$ cat config.mk
export PLATFORM = sky130hd
export DESIGN_NAME = uart_tx_arbiter_flat
export DESIGN_NICKNAME = d
export VERILOG_FILES = /design/src/rtl/uart_tx_arbiter_if.sv /design/src/rtl/uart_tx_arbiter.sv /design/src/flat_wrapper.sv
export SDC_FILE = /design/constraint.sdc
export NUM_CORES = 1
export LEC_CHECK = 0
export ABC_CLOCK_PERIOD_IN_PS = 3100
export CORE_ASPECT_RATIO = 1.1
export CORE_MARGIN = 1.5
export CORE_UTILIZATION = 27
export CTS_BUF_LIST = sky130_fd_sc_hd__clkbuf_4 sky130_fd_sc_hd__clkbuf_8
export DETAILED_ROUTE_END_ITERATION = 8
export PLACE_DENSITY = 0.54
export SYNTH_ARGS = -nofsm -noshare
export SYNTH_HDL_FRONTEND = slang
export SYNTH_SLANG_ARGS = --single-unit
export TNS_END_PERCENT = 1
$ cat constraint.sdc
create_clock -name clk -period 3.1 [get_ports clk]
set_clock_uncertainty 0.2 [all_clocks]
set_input_delay 0.465 -clock clk [delete_from_list [all_inputs] [get_ports clk]]
set_output_delay 0.465 -clock clk [all_outputs]
set_load 0.1 [all_outputs]
$ cat src/rtl/uart_tx_arbiter_if.sv
// uart_tx_arbiter_if
// Bundles the byte-stream handshakes around the shared UART transmitter.
//   req0_*      : CPU MMIO byte stream (data/valid in, ready out)
//   req1_*      : debug/status streamer byte stream (data/valid in, ready out)
//   tx_*        : byte stream into uart_transmitter (data/valid out, ready in)
//   grant       : one-hot current owner, 2'b00 when nobody owns the transmitter
//   lock_active : high while an owner holds the transmitter
// The slave modport is the arbiter's view; the master modport is the
// surrounding logic (requesters plus transmitter) that drives it.
interface uart_tx_arbiter_if;
  logic [7:0] req0_data;
  logic       req0_valid;
  logic       req0_ready;
  logic [7:0] req1_data;
  logic       req1_valid;
  logic       req1_ready;
  logic [7:0] tx_data;
  logic       tx_valid;
  logic       tx_ready;
  logic [1:0] grant;
  logic       lock_active;

  modport slave (
    input  req0_data, req0_valid, req1_data, req1_valid, tx_ready,
    output req0_ready, req1_ready, tx_data, tx_valid, grant, lock_active
  );

  modport master (
    output req0_data, req0_valid, req1_data, req1_valid, tx_ready,
    input  req0_ready, req1_ready, tx_data, tx_valid, grant, lock_active
  );
endinterface

$ cat src/rtl/uart_tx_arbiter.sv
// uart_tx_arbiter
// Shares one uart_transmitter between two byte-stream requesters using
// round-robin arbitration with a packet lock. Once a requester wins it keeps
// the transmitter until it sends EOL_BYTE, or until it leaves valid low for
// LOCK_TIMEOUT consecutive cycles, so lines from the two sources never
// interleave. The data path is a pure combinational pass-through of the
// owner's stream; no bytes are buffered here.
// Ports:
//   clk   : cpu_clk
//   rst_n : asynchronous active-low reset
//   bus   : uart_tx_arbiter_if.slave (requester, transmitter and status signals)
// Parameters:
//   EOL_BYTE     : byte that ends a packet and releases the lock
//   LOCK_TIMEOUT : owner-idle cycles before forced release, 0 disables it
module uart_tx_arbiter #(
  parameter logic [7:0]  EOL_BYTE     = 8'h0A,
  parameter int unsigned LOCK_TIMEOUT = 50000
) (
  input  logic               clk,
  input  logic               rst_n,
  uart_tx_arbiter_if.slave   bus
);

  // A zero timeout would give a zero-width counter, so keep at least one bit.
  localparam int CNT_W = (LOCK_TIMEOUT > 0) ? $clog2(LOCK_TIMEOUT + 1) : 1;
  localparam bit TIMEOUT_EN = (LOCK_TIMEOUT != 0);
  localparam logic [CNT_W-1:0] CNT_LAST =
    TIMEOUT_EN ? CNT_W'(LOCK_TIMEOUT - 1) : '0;
  localparam logic [CNT_W-1:0] CNT_MAX = '1;

  typedef enum logic [1:0] {
    IDLE,
    OWN0,
    OWN1
  } state_e;

  state_e           state_q;
  logic             lastWinner_q;
  logic [CNT_W-1:0] idleCnt_q;

  logic       ownValid;
  logic [7:0] ownData;
  logic       handshake;
  logic       timeoutHit;

  // The current owner's stream is selected straight through to the
  // transmitter; in IDLE nothing is offered and data is forced to zero.
  assign ownValid = (state_q == OWN0) ? bus.req0_valid :
                    (state_q == OWN1) ? bus.req1_valid : 1'b0;
  assign ownData  = (state_q == OWN0) ? bus.req0_data  :
                    (state_q == OWN1) ? bus.req1_data  : 8'h00;

  assign bus.tx_valid    = ownValid;
  assign bus.tx_data     = ownData;
  assign bus.req0_ready  = (state_q == OWN0) & bus.tx_ready;
  assign bus.req1_ready  = (state_q == OWN1) & bus.tx_ready;
  assign bus.grant       = {state_q == OWN1, state_q == OWN0};
  assign bus.lock_active = (state_q != IDLE);

  // Backpressure is not idleness: only a low owner valid can reach the
  // timeout, and a handshake always takes priority over it.
  assign handshake  = ownValid & bus.tx_ready;
  assign timeoutHit = TIMEOUT_EN & ~ownValid & (idleCnt_q == CNT_LAST);

  // Ownership FSM. lastWinner_q records who released most recently so a tie
  // in IDLE goes to the other requester; it resets to 1 so req0 wins the
  // first tie. The decision takes one cycle in IDLE and no byte moves then.
  always_ff @(posedge clk or negedge rst_n) begin
    if (!rst_n) begin
      state_q      <= IDLE;
      lastWinner_q <= 1'b1;
      idleCnt_q    <= '0;
    end else begin
      case (state_q)
        IDLE: begin
          idleCnt_q <= '0;
          if (bus.req0_valid && (!bus.req1_valid || lastWinner_q)) begin
            state_q <= OWN0;
          end else if (bus.req1_valid) begin
            state_q <= OWN1;
          end
        end
        OWN0, OWN1: begin
          if (handshake) begin
            idleCnt_q <= '0;
            if (ownData == EOL_BYTE) begin
              state_q      <= IDLE;
              lastWinner_q <= (state_q == OWN1);
            end
          end else if (ownValid) begin
            idleCnt_q <= '0;
          end else if (timeoutHit) begin
            state_q      <= IDLE;
            lastWinner_q <= (state_q == OWN1);
            idleCnt_q    <= '0;
          end else if (idleCnt_q != CNT_MAX) begin
            idleCnt_q <= idleCnt_q + CNT_W'(1);
          end
        end
        default: begin
          state_q <= IDLE;
        end
      endcase
    end
  end

endmodule
$ cat src/flat_wrapper.sv
// flat-port wrapper written by rule: the top's interface ports become plain ports
module uart_tx_arbiter_flat 
#(
  parameter logic [7:0]  EOL_BYTE     = 8'h0A,
  parameter int unsigned LOCK_TIMEOUT = 50000
)
  (clk, rst_n, bus_req0_data, bus_req0_valid, bus_req1_data, bus_req1_valid, bus_tx_ready, bus_req0_ready, bus_req1_ready, bus_tx_data, bus_tx_valid, bus_grant, bus_lock_active);
  uart_tx_arbiter_if bus_i ();
  input  logic clk;
  input  logic rst_n;
  input wire logic [$bits(bus_i.req0_data)-1:0] bus_req0_data;
  input wire logic [$bits(bus_i.req0_valid)-1:0] bus_req0_valid;
  input wire logic [$bits(bus_i.req1_data)-1:0] bus_req1_data;
  input wire logic [$bits(bus_i.req1_valid)-1:0] bus_req1_valid;
  input wire logic [$bits(bus_i.tx_ready)-1:0] bus_tx_ready;
  output wire logic [$bits(bus_i.req0_ready)-1:0] bus_req0_ready;
  output wire logic [$bits(bus_i.req1_ready)-1:0] bus_req1_ready;
  output wire logic [$bits(bus_i.tx_data)-1:0] bus_tx_data;
  output wire logic [$bits(bus_i.tx_valid)-1:0] bus_tx_valid;
  output wire logic [$bits(bus_i.grant)-1:0] bus_grant;
  output wire logic [$bits(bus_i.lock_active)-1:0] bus_lock_active;
  assign bus_i.req0_data = bus_req0_data;
  assign bus_i.req0_valid = bus_req0_valid;
  assign bus_i.req1_data = bus_req1_data;
  assign bus_i.req1_valid = bus_req1_valid;
  assign bus_i.tx_ready = bus_tx_ready;
  assign bus_req0_ready = bus_i.req0_ready;
  assign bus_req1_ready = bus_i.req1_ready;
  assign bus_tx_data = bus_i.tx_data;
  assign bus_tx_valid = bus_i.tx_valid;
  assign bus_grant = bus_i.grant;
  assign bus_lock_active = bus_i.lock_active;
  uart_tx_arbiter #(.EOL_BYTE(EOL_BYTE), .LOCK_TIMEOUT(LOCK_TIMEOUT)) u_core (.clk(clk), .rst_n(rst_n), .bus(bus_i));
endmodule
==> metrics list <==
- Crit Path Class: reg2reg
- Entering global routing, the biggest net connects 23 pins.
- STA puts the critical path data required time at about 3 ns.
- Minimum clock period: about 2.7 ns
- Post-detailed-route wirelength per cell: ~14 µm
- Summed over all layers, the routed wires come to 3840 µm.
- Power per unit of standard cell area: between 900 and 1000 nW/µm²
- Once detail routing completed, the nets flagged for antenna violations numbered 0.
- Cts repair resizes: 0
- The core region is roughly 5300 µm².
- The tree is rooted in a clkbuf_8.
- Starting utilization of the core area: 27.6%
* Transition time of the tightest slew-check pin: roughly 0.86 ns
- Top-area cell type share of the netlist area: between 30 and 40%
- Clk_lat worst skew: around 0.26 ns
- The number of global-route vias before repair came to 1,361.
- Sequential cells burn between 10% and 20% of the power.
- Number of slew-limit violations in the final report: 0
* Die ar.: 5900 µm²
- The tightest min-delay check is of the reg2reg type.
* Overall global routing resource usage: 13.7%
* First-iteration detailed-routing DRC count: 55
- Core utilization of the finished layout: 36.7%
- The worst setup path is captured at a flop.
* Iteration count of the initial detailed-routing pass: 4
- VDD sags by at most 0.000457 V.
- The number of clock buffers added by TritonCTS is 3.
- Synthesis produced between 150 and 200 cells.
- During synthesis, Yosys emitted a total of 0 warnings.
- Sw Ratio: 59.1%
- Final count of hold timing violations: 0
* CTS Hold Buffers Added: 0
- After the last flow step, the layout net total stands at 236.
- STA puts the critical path data arrival time at roughly 2.6 ns.
- Biggest fanout along the worst timing path: 9
* Vias: 1,445
* Fraction of layout cells with a size suffix above 1: a little over a fifth
- Based on the critical path, the design can be clocked at up to 376 MHz.
- The average instance in the mapped netlist occupies between 8 and 9 µm².
- CTS tree: built
* Count of input and output buffers: 34
- Leading cell type in the layout, fill and taps excluded: nand2_1
- After synthesis, the netlist uses between 40 and 50 different library cells.
- CTS Buffer Depth: 2
- The library cells used most frequently in the layout, excluding fill and tap cells, are nand2_1 (26), clkdlybuf4s50_1 (20), dfrtp_1 (18).
- The number of setup buffers added after CTS is 0.
- Filler instances: about 560
- Yosys attributes the largest share of cell area to dfrtp_1 (31%), o21ai_0 (7.5%), nand2_1 (6.6%).
* Antenna fix cells: 0
* Combinational Power Share: between 70% and 80%
- Detailed-placement wirelength estimate: 2870 µm
- Across all setup checks in the final design, the least slack found is ~0.44 ns.
- Share of the cycle needed by the critical path after routing: between 80% and 90%
- The tool flagged a number of max-cap violations equal to 0.
- The worst pin sits at a relative slew slack of around 42%.
- Int Pwr: approximately 750 µW
- Post-synthesis net count: between 200 and 250
- For this run the aggregate overflow at the end of global routing stands at 0.
- In this run the number of H-tree levels came out at 1.
- Setup total negative slack on the finished layout was measured at 0 ns.
- Fraction of power consumed by the clock network: between 10% and 20%
- Leading area contributor after synthesis: dfrtp_1
* Number of synthesized register bits: 19
- Kind of launch point of the worst setup path: flop
- For this design the total switching power over the nets is 1090 µW.
- The first global-routing pass estimated about 6400 µm of wire.
- Routability-driven placement finished with a final weighted congestion of about 0.73.
* Outcome: finished, final reports clean
- In this run the core area contains 28 standard-cell rows.
* Number of ports placed on the die boundary: 35
- From synthesis to final layout, the design area changed by 33.0%.
- Worst setup slack before clock tree synthesis: ~0.33 ns
* Overall power: 1840 µW
- The cell area that synthesis handed to floorplanning was about 1500 µm².
- Setup violations remaining at the end of the flow were counted as 0.
- Leak pwr: about 0.00079 µW
* Unrepaired setup endpoints after global routing: false
- Final routed DRC violation total: 0
* Portion of the post-synthesis area used by sequential elements: 32.4%
- The die is ~80 µm tall.
- Clock slew at the register clock pins of the worst setup and hold paths: 0.08 ns
- CTS saw 19 sinks.
- Number of antenna violations at the first check in global routing: 0
- DIE WIDTH: around 73 µm
- Vias per std cell: 5.09
==> path summary, 6_finish.rpt <==
path / depth (start not counted) / startpoint / slack (ns) / to
worst min register to register: 2 / u_core.idleCnt_q[15]$_DFFE_PN0P_ / 0.37 / u_core.idleCnt_q[15]$_DFFE_PN0P_
worst max register to register: 7 / u_core.state_q[1]$_DFFE_PN0P_ / 0.44 / u_core.idleCnt_q[12]$_DFFE_PN0P_
min in group asynchronous: 1 / rst_n / 0.49 / u_core.idleCnt_q[2]$_DFFE_PN0P_
max in group asynchronous: 1 / rst_n / 1.67 / u_core.idleCnt_q[10]$_DFFE_PN0P_
worst min-delay path: 2 / u_core.idleCnt_q[15]$_DFFE_PN0P_ / 0.37 / u_core.idleCnt_q[15]$_DFFE_PN0P_
worst max-delay path: 7 / u_core.state_q[1]$_DFFE_PN0P_ / 0.44 / u_core.idleCnt_q[12]$_DFFE_PN0P_
==> sequential cells by signal, summed over array words and instances (netlist names) <==
name	flops
u_core.idleCnt_q	16
u_core.state_q	2
u_core.lastWinner_q	1
==> per-stage QoR <==
stage | instance area [µm²] | hold slack (ns) | std cells
6_report | 1960 | 0.368 | 284
5_1_grt | 1960 | 0.370 | 284
4_1_cts | 1960 | 0.352 | 284
3_5_place_dp | 1910 | 0.345 | 280
3_3_place_gp | 1910 | 0.344 | 280
2_1_floorplan | 1500 | -0.0306 | 175
==> layer usage <==
| layer | global-route usage (%) | part of all wire, % |
|---|---|---|
| met1 | 18.7 | 50 |
| met2 | 22.4 | 43 |
| met3 | 3.26 | 6.8 |
| met4 | 2.04 | 0.31 |
| met5 | 0 | 0 |
==> layout make-up <==
class / instances / area (µm²) / share of cell area, %
multi-input cells: 139 / 955 / 48.8
repair buffers: 38 / 348 / 17.8
well taps: 75 / 93.8 / 4.80
clock buffers: 4 / 48.8 / 2.50
inverters: 9 / 33.8 / 1.73
flip-flops and latches: 19 / 477 / 24.4
==> critical path: stages, from the launching register on <==
cell and delay [ns]:
dfrtp_1 0.40, inv_1 0.11, ha_2 0.25, and3b_1 0.21
a211o_1 0.32, a21o_4 0.24, or3_1 0.49, o41ai_2 0.33
==> cells in the mapped netlist (all sizes together) <==
| cell | instances |
|---|---|
| o31ai | 4 |
| o41ai | 2 |
| or3 | 4 |
| nand4 | 3 |
| clkbuf | 5 |
| or4 | 2 |
| a2bb2oi | 2 |
| nor2b | 2 |
| dfstp | 1 |
| nand2b | 1 |
| a22o | 4 |
| a31o | 1 |
| and3b | 1 |
| nand2 | 26 |
| a21o | 3 |
| or4b | 2 |
| nand3 | 11 |
| ha | 5 |
| a22oi | 2 |
| nor3 | 3 |
| o311ai | 2 |
| nor4 | 5 |
| a211o | 1 |
| o21bai | 2 |
| o22ai | 1 |
| o21a | 2 |
| and3 | 3 |
| inv | 9 |
| and2 | 2 |
| o21ai | 23 |
| a211oi | 3 |
| dfrtp | 18 |
| a41o | 1 |
| o2bb2a | 1 |
| buf | 3 |
| nor4bb | 1 |
| nor2 | 7 |
| a21oi | 6 |
| mux2 | 1 |
==> kinds of logic (layout without fill, tap and decap cells) <==
kind of cell             count (synthesis)  in the layout  share of synthesized area, %
adder cells (fa/ha/maj)                  5              5                          4.26
AO/OA/AOI/OAI                           60             60                          29.3
multiplexers                             1              1                          1.02
AND/OR/NAND/NOR                         73             73                          28.1
flip-flops                              19             19                          32.4
buffers and inverters                   17             51                          4.94
==> power by group through the flow <==
stage	Sequential (µW)	Clock [µW]	Combinational, µW
2_1_floorplan	300	0	1070
3_3_place_gp	306	0	1370
3_5_place_dp	306	0	1360
4_1_cts	301	189	1360
5_1_grt	307	204	1440
6_report	302	186	1350
No activity file was read; power rests on OpenSTA's default activity.
